**config.mk**
```make
export PLATFORM = sky130hd
export DESIGN_NAME = qbus_dma_arbiter_flat
export DESIGN_NICKNAME = d
export VERILOG_FILES = /design/src/rtl/qbus_dma_if.sv /design/src/rtl/qbus_dma_arbiter.sv /design/src/flat_wrapper.sv
export SDC_FILE = /design/constraint.sdc
export NUM_CORES = 1
export LEC_CHECK = 0
export BUFFER_PORTS_ARGS = -buffer_cell sky130_fd_sc_hd__buf_2
export CORE_MARGIN = 1.5
export CORE_UTILIZATION = 56
export CTS_BUF_LIST = sky130_fd_sc_hd__clkbuf_4
export CTS_CLUSTER_SIZE = 10
export DETAILED_ROUTE_END_ITERATION = 10
export PLACE_DENSITY = 0.91
export SLEW_MARGIN = 10
export SYNTH_ARGS = -nofsm -noshare
export SYNTH_HDL_FRONTEND = slang
export SYNTH_SLANG_ARGS = --single-unit
```
**constraint.sdc**
```tcl
create_clock -name clk -period 3.1 [get_ports clk]
set_input_delay 0.62 -clock clk [delete_from_list [all_inputs] [get_ports clk]]
set_output_delay 0.62 -clock clk [all_outputs]
set_load 0.02 [all_outputs]
```
**src/rtl/qbus_dma_if.sv**
```systemverilog
// Bus-side signals shared by the CPU sequencer, the external DMA master and the arbiter.
// slave = arbiter view, master = the agents driving requests/replies.
interface qbus_dma_if;
    logic       cpu_sync;
    logic       rply;
    logic       dmr;
    logic       sack;
    logic       dmgo;
    logic       cpu_hold;
    logic       bus_error;
    logic       dma_owner;
    logic [7:0] to_count;

    modport slave (
        input  cpu_sync, rply, dmr, sack,
        output dmgo, cpu_hold, bus_error, dma_owner, to_count
    );

    modport master (
        output cpu_sync, rply, dmr, sack,
        input  dmgo, cpu_hold, bus_error, dma_owner, to_count
    );
endinterface

```
**src/rtl/qbus_dma_arbiter.sv**
```systemverilog
// 1801VM1 bus ownership arbiter: DMR/DMGO/SACK grant handshake, CPU hold-off and
// RPLY watchdog sharing one timeout counter with the grant-offer timeout.
module qbus_dma_arbiter #(
    parameter int BUS_TIMEOUT = 63,
    parameter int TO_W        = 6
) (
    input  logic       clk,
    input  logic       reset_n,
    input  logic       ce,
    qbus_dma_if.slave  bus
);
    typedef enum logic [1:0] {S_CPU, S_OFFER, S_DMA, S_REL} state_t;

    localparam logic [TO_W-1:0] TO_LIMIT = TO_W'(BUS_TIMEOUT - 1);

    state_t          state, state_nxt;
    logic [TO_W-1:0] timer, timer_nxt;
    logic            err_q, err_nxt;
    logic [7:0]      cnt_q, cnt_nxt;

    always_ff @(posedge clk or negedge reset_n) begin
        if (!reset_n) begin
            state <= S_CPU;
            timer <= '0;
            err_q <= 1'b0;
            cnt_q <= '0;
        end else if (ce) begin
            state <= state_nxt;
            timer <= timer_nxt;
            err_q <= err_nxt;
            cnt_q <= cnt_nxt;
        end
    end

    always_comb begin
        state_nxt = state;
        timer_nxt = timer;
        err_nxt   = err_q;
        cnt_nxt   = cnt_q;
        if (!bus.cpu_sync)
            err_nxt = 1'b0;
        unique case (state)
            S_CPU: begin
                if (!bus.cpu_sync || bus.rply) begin
                    timer_nxt = '0;
                end else if (!err_q) begin
                    // Once timed out, the timer parks until the cycle ends or RPLY arrives.
                    if (timer == TO_LIMIT) begin
                        err_nxt = 1'b1;
                        if (cnt_q != 8'hFF)
                            cnt_nxt = cnt_q + 8'd1;
                    end else begin
                        timer_nxt = timer + 1'b1;
                    end
                end
                if (bus.dmr && !bus.cpu_sync) begin
                    state_nxt = S_OFFER;
                    timer_nxt = '0;
                end
            end
            S_OFFER: begin
                if (bus.sack) begin
                    state_nxt = S_DMA;
                    timer_nxt = '0;
                end else if (!bus.dmr || timer == TO_LIMIT) begin
                    state_nxt = S_CPU;
                    timer_nxt = '0;
                end else begin
                    timer_nxt = timer + 1'b1;
                end
            end
            S_DMA: begin
                if (!bus.sack)
                    state_nxt = S_REL;
            end
            // Turnaround always returns to S_CPU so the CPU gets a hold-free cycle.
            S_REL: state_nxt = S_CPU;
            default: state_nxt = S_CPU;
        endcase
    end

    // Outputs decode straight from state so reset drops them asynchronously.
    assign bus.dmgo      = (state == S_OFFER);
    assign bus.cpu_hold  = (state != S_CPU);
    assign bus.dma_owner = (state == S_DMA);
    assign bus.bus_error = err_q;
    assign bus.to_count  = cnt_q;
endmodule
```
**src/flat_wrapper.sv**
```systemverilog
// flat-port wrapper written by rule: the top's interface ports become plain ports
module qbus_dma_arbiter_flat 
#(
    parameter int BUS_TIMEOUT = 63,
    parameter int TO_W        = 6
)
  (clk, reset_n, ce, bus_cpu_sync, bus_rply, bus_dmr, bus_sack, bus_dmgo, bus_cpu_hold, bus_bus_error, bus_dma_owner, bus_to_count);
  qbus_dma_if bus_i ();
  input  logic clk;
  input  logic reset_n;
  input  logic ce;
  input wire logic [$bits(bus_i.cpu_sync)-1:0] bus_cpu_sync;
  input wire logic [$bits(bus_i.rply)-1:0] bus_rply;
  input wire logic [$bits(bus_i.dmr)-1:0] bus_dmr;
  input wire logic [$bits(bus_i.sack)-1:0] bus_sack;
  output wire logic [$bits(bus_i.dmgo)-1:0] bus_dmgo;
  output wire logic [$bits(bus_i.cpu_hold)-1:0] bus_cpu_hold;
  output wire logic [$bits(bus_i.bus_error)-1:0] bus_bus_error;
  output wire logic [$bits(bus_i.dma_owner)-1:0] bus_dma_owner;
  output wire logic [$bits(bus_i.to_count)-1:0] bus_to_count;
  assign bus_i.cpu_sync = bus_cpu_sync;
  assign bus_i.rply = bus_rply;
  assign bus_i.dmr = bus_dmr;
  assign bus_i.sack = bus_sack;
  assign bus_dmgo = bus_i.dmgo;
  assign bus_cpu_hold = bus_i.cpu_hold;
  assign bus_bus_error = bus_i.bus_error;
  assign bus_dma_owner = bus_i.dma_owner;
  assign bus_to_count = bus_i.to_count;
  qbus_dma_arbiter #(.BUS_TIMEOUT(BUS_TIMEOUT), .TO_W(TO_W)) u_core (.clk(clk), .reset_n(reset_n), .ce(ce), .bus(bus_i));
endmodule
```
==> Word-level counts from Yosys, hierarchy flattened <==
Cells that the tools add are included.
{ "word_totals": {"regBits": 17, "latchBits": 0, "ramBits": 0, "romBits": 0, "inputBits": 7, "output_inout_bits": 12, "elab_cells": 46, "n_memories": 0} }
{ "op_classes": {"n_addsub": 2, "multipliers": 0, "div_mod_pow": 0, "order_cmp": 0, "eq_ne": 10, "shifts": 0, "n_mux": 17, "n_bitwise": 2, "n_reduce_logical": 11} }
{ "ops": {"columns": ["op", "count"], "rows": [
  ["$mux W6", 6],
  ["$pmux W6 S2", 1],
  ["$add A8 B1 Y8 const B", 1],
  ["$mux W2", 4],
  ["$ne A8 B8 Y1 const B", 1],
  ["$pmux W2 S4", 1],
  ["$reduce_and A4 Y1", 2],
  ["$add A6 B1 Y6 const B", 1],
  ["$eq A6 B6 Y1 const B", 1],
  ["$reduce_and A6 Y1", 1],
  ["$mux W1", 5],
  ["$eq A2 B2 Y1 const B", 2],
  ["$ne A4 B3 Y1 const B", 1],
  ["$ne A4 B4 Y1 const B", 1],
  ["$reduce_bool A2 Y1", 2],
  ["$ne A3 B2 Y1 const B", 1],
  ["$eq A2 B1 Y1 const B", 1],
  ["$logic_not A1 Y1", 2],
  ["$logic_not A2 Y1", 1],
  ["$logic_or A1 B1 Y1", 2],
  ["$ne A2 B1 Y1 const B", 1],
  ["$ne A2 B2 Y1 const B", 1],
  ["$not A1 Y1", 2],
  ["$logic_and A1 B1 Y1", 1]
]} }

==> Longest topological paths before layout <==
{ "logic_depth": {"word_depth": 6, "ltp_mapped": 7, "mapped_depth_nobuf": 6} }

==> Least setup slack after synthesis <==
No wires, ideal clock.
{ "synth_path": {"path_type": "input port to flip-flop", "start": "input port bus_rply", "end": "register u_core.cnt_q[6], in the netlist u_core.bus.to_count[6]", "setup_time_ns": 0.128, "arrival_ns": 2.168, "required_ns": 2.972, "setup_slack_ns": 0.804, "cell_stages": 5, "n_path_buf": 1, "cell_sequence": "or4b_1 -> or4_1 -> buf_2 -> nor3_1 -> mux2_1"} }
{ "synth_between": {"elab_chain_cells": 3} }
{ "synth_rtl": {"columns": ["element", "line", "text"], "rows": [
  ["start: declaration", "flat_wrapper.sv:13", "input wire logic [$bits(bus_i.rply)-1:0] bus_rply;"],
  ["$logic_or A1 B1 Y1", "qbus_dma_arbiter.sv:44", "if (!bus.cpu_sync || bus.rply) begin"],
  ["$not A1 Y1 (no source line)", null, null],
  ["$reduce_and A6 Y1 (no source line)", null, null],
  ["end signal: assignment", "qbus_dma_arbiter.sv:31", "cnt_q <= cnt_nxt;"],
  ["end: declaration", "qbus_dma_arbiter.sv:19", "logic [7:0] cnt_q, cnt_nxt;"]
]} }
No other way between the ends.
A chain may end at the register's enable or synchronous reset.

==> Worst setup path in the final report <==
{ "layout_path": {"start": "register u_core.state[0]", "end": "register u_core.cnt_q[6], in the netlist u_core.bus.to_count[6]"} }
{ "layout_between": {"elab_chain_cells": 2} }
{ "layout_rtl": {"columns": ["element", "line", "text"], "rows": [
  ["start: declaration", "qbus_dma_arbiter.sv:16", "state_t state, state_nxt;"],
  ["start signal: assignment", "qbus_dma_arbiter.sv:28", "state <= state_nxt;"],
  ["$logic_not A2 Y1", "qbus_dma_arbiter.sv:42", "unique case (state)"],
  ["$reduce_and A6 Y1 (no source line)", null, null]
]} }
No other way between the ends.

==> metrics.txt <==
area delta synth->final 14.4%; mapped cell area 1020 sq um; Setup violations, final 0; top post-synthesis cells by area dfrtp_1 (42%), xor2_1 (5.2%), nand2b_1 (4.3%); Rows 15; Reg clk slew, reported paths ~90 ps; Avg WL per Cell ~14 um; Tmin final roughly 2300 ps; GP Congestion ~0.85; Post-Route WL 2.01 mm; vias in the first global route 789; R2R setup slack 760 ps; Seq cells post-synth 17; P_sw roughly 210 uW; crit path kind flip-flop to flip-flop; Pre-Repair DR Iteration Count 4; Synth area leader dfrtp_1; clock root buffer clkbuf_4; Lkg Pwr 0.000583 uW; ant diodes 0; Worst Path Max Fanout 9; clock network power share 20.9%; grt ovf 0; WP data arrival 2510 ps; RSZ-0062 raised after global routing false; internal power about 380 uW; hold_buf cts 0; top cell type's share of synthesized area 41.7%; Final Cycle Share around three quarters; Core Footprint between 1500 and 2000 sq um; most common cell after layout, fill and taps aside buf_2; Power Total 591 uW; Starting Density between 50% and 60%; WP data required 3270 ps; Die Ht about 46 um; initial antenna violation count 0; Syn. warnings 0; setup_tns 0 ps; Longest Clk Path Bufs 2; sequential element share of the synthesized area between 40% and 50%; largest net degree at the start of global routing 18; first-pass GRT wire length 3.40 mm; syn_nets 112; outcome finished clean; Avg Vias per Cell 6.02; most frequent cells in the layout buf_2 (18), dfrtp_1 (17), nand2b_1 (7); latest clock arrival within the worst-skew pair between 200 and 300 ps; Critical Path Source Type flip-flop; Peak VDD IR ~340 uV; pwr dens 507 nW/um^2; Slew Limit Fails 0; HPWL after DPL 1.55 mm; Sw Share 35.8%; actual slew at the worst max-slew pin ~760 ps; max_slew headroom 49.1%; post-CTS setup buffer count 0; remaining antenna violation count 0; R2R depth 4; nets about 130; clk_skew 5.69 ps; FMAX 428 MHz; FF-to-FF End u_core.bus.to_count[6]; Yosys cell types 36; die area 2090 sq um; Seq pwr share 46.8%; worst r2r src u_core.state[0]; post_cts resized 0; width of the die 45.7 um; initial drt markers 35; Avg Cell Area, Syn 10.0 sq um; CP endpoint kind flip-flop; Global Route Usage Sum 22.7%; CTS tree built; Mapped Cells 102; MaxCap Viol Count 0; layout cells sized above 1 22.8%; final count of hold timing violations 0; clk sinks 17; Num CTS Buffers 3; Combinational Power Share between 30% and 40%; IO Pins 19; drt drc 0; IO Port Bufs 18; H-tree depth 1; min-delay worst type input port to async pin; vias post-DR approximately 890
[critical path, cell delays in order, from the launching register on]
cell	delay, ps
dfrtp_1	480
or4b_1	560
or4_1	570
nor3_1	270
mux2_1	340
[metrics by stage]
stage                     utilization (%)  instance area (sq um)  instances  setup WS [ps]  hold WS (ps)
after CTS                            67.5                   1170        148            773           246
after global routing                 67.5                   1170        148            693           249
after global placement               65.8                   1140        144            616           501
after floorplan                         -                   1020        102            804           324
final                                67.5                   1170        148            761           240
after detailed placement             65.8                   1140        144            584           504
[registers in the layout, indices dropped and copies added (netlist names), named ones only]
register,cells
u_core.bus.to_count,8
u_core.timer,6
u_core.state,1
u_core.bus.bus_error,1
[power groups by stage]
| stage | Clock (uW) | Sequential, uW | Combinational [uW] |
|---|---|---|---|
| final | 123 | 277 | 191 |
| after global routing | 141 | 281 | 216 |
| after CTS | 129 | 275 | 190 |
| after floorplan | 0 | 273 | 139 |
| after global placement | 0 | 277 | 185 |
| after detailed placement | 0 | 280 | 190 |
[layer usage]
layer / share of wire [%] / wire (um) / track usage, % / vias up
li1: - / - / - / 429
met1: 45 / 907 / 27.8 / 433
met2: 50 / 995 / 37.5 / 25
met3: 3.2 / 65 / 3.57 / 4
met4: 1.9 / 38 / 12.9 / 0
met5: 0 / 0 / 0 / -
[worst max-delay path by stage]
stage                    start                endpoint  slack [ps]  depth (start not counted)
6_report       u_core.state[0]  u_core.bus.to_count[6]         760                          4
2_1_floorplan         bus_rply  u_core.bus.to_count[6]         800                          5
3_3_place_gp          bus_rply  u_core.bus.to_count[6]         620                          5
3_5_place_dp          bus_rply  u_core.bus.to_count[6]         580                          5
4_1_cts        u_core.state[0]  u_core.bus.to_count[6]         770                          4
5_1_grt        u_core.state[0]  u_core.bus.to_count[6]         690                          4
[synth_stat cells (all sizes together)]
cell,count
nor4,3
nand2b,7
o2bb2ai,2
nor2,6
ha,3
a221o,1
buf,1
nand2,6
a31o,1
dfrtp,17
or4,1
and2,2
nand4,1
o41ai,1
o21ai,1
a31oi,1
mux2i,1
nor4b,1
nand3,5
or2,2
xor2,6
inv,5
and3,3
nor3b,3
mux2,3
nor2b,3
a2bb2oi,1
a311oi,2
a32o,2
a21oi,2
o221ai,1
o32ai,3
or4b,1
nor3,4
[layout make-up]
| type | instances | area (sq um) |
|---|---|---|
| sequential | 17 | 425 |
| fill | 148 | 561 |
| tap | 25 | 31.3 |
| clock buffer | 4 | 30.0 |
| inverter | 5 | 18.8 |
| multi-input combinational | 79 | 571 |
| timing repair buffer | 18 | 90.1 |
[cell families after synthesis]
kind of cell	count (synthesis)	share of synthesized area, %
AOI/OAI and AO/OA	18	14.5
xor gates and xnor gates	6	5.15
adders and majority gates	3	3.68
buffers and inverters	6	2.33
DFF	17	41.7
muxes	4	4.29
and+or+nand+nor	48	28.3
Note: power is estimated with default switching activity, not from simulation.
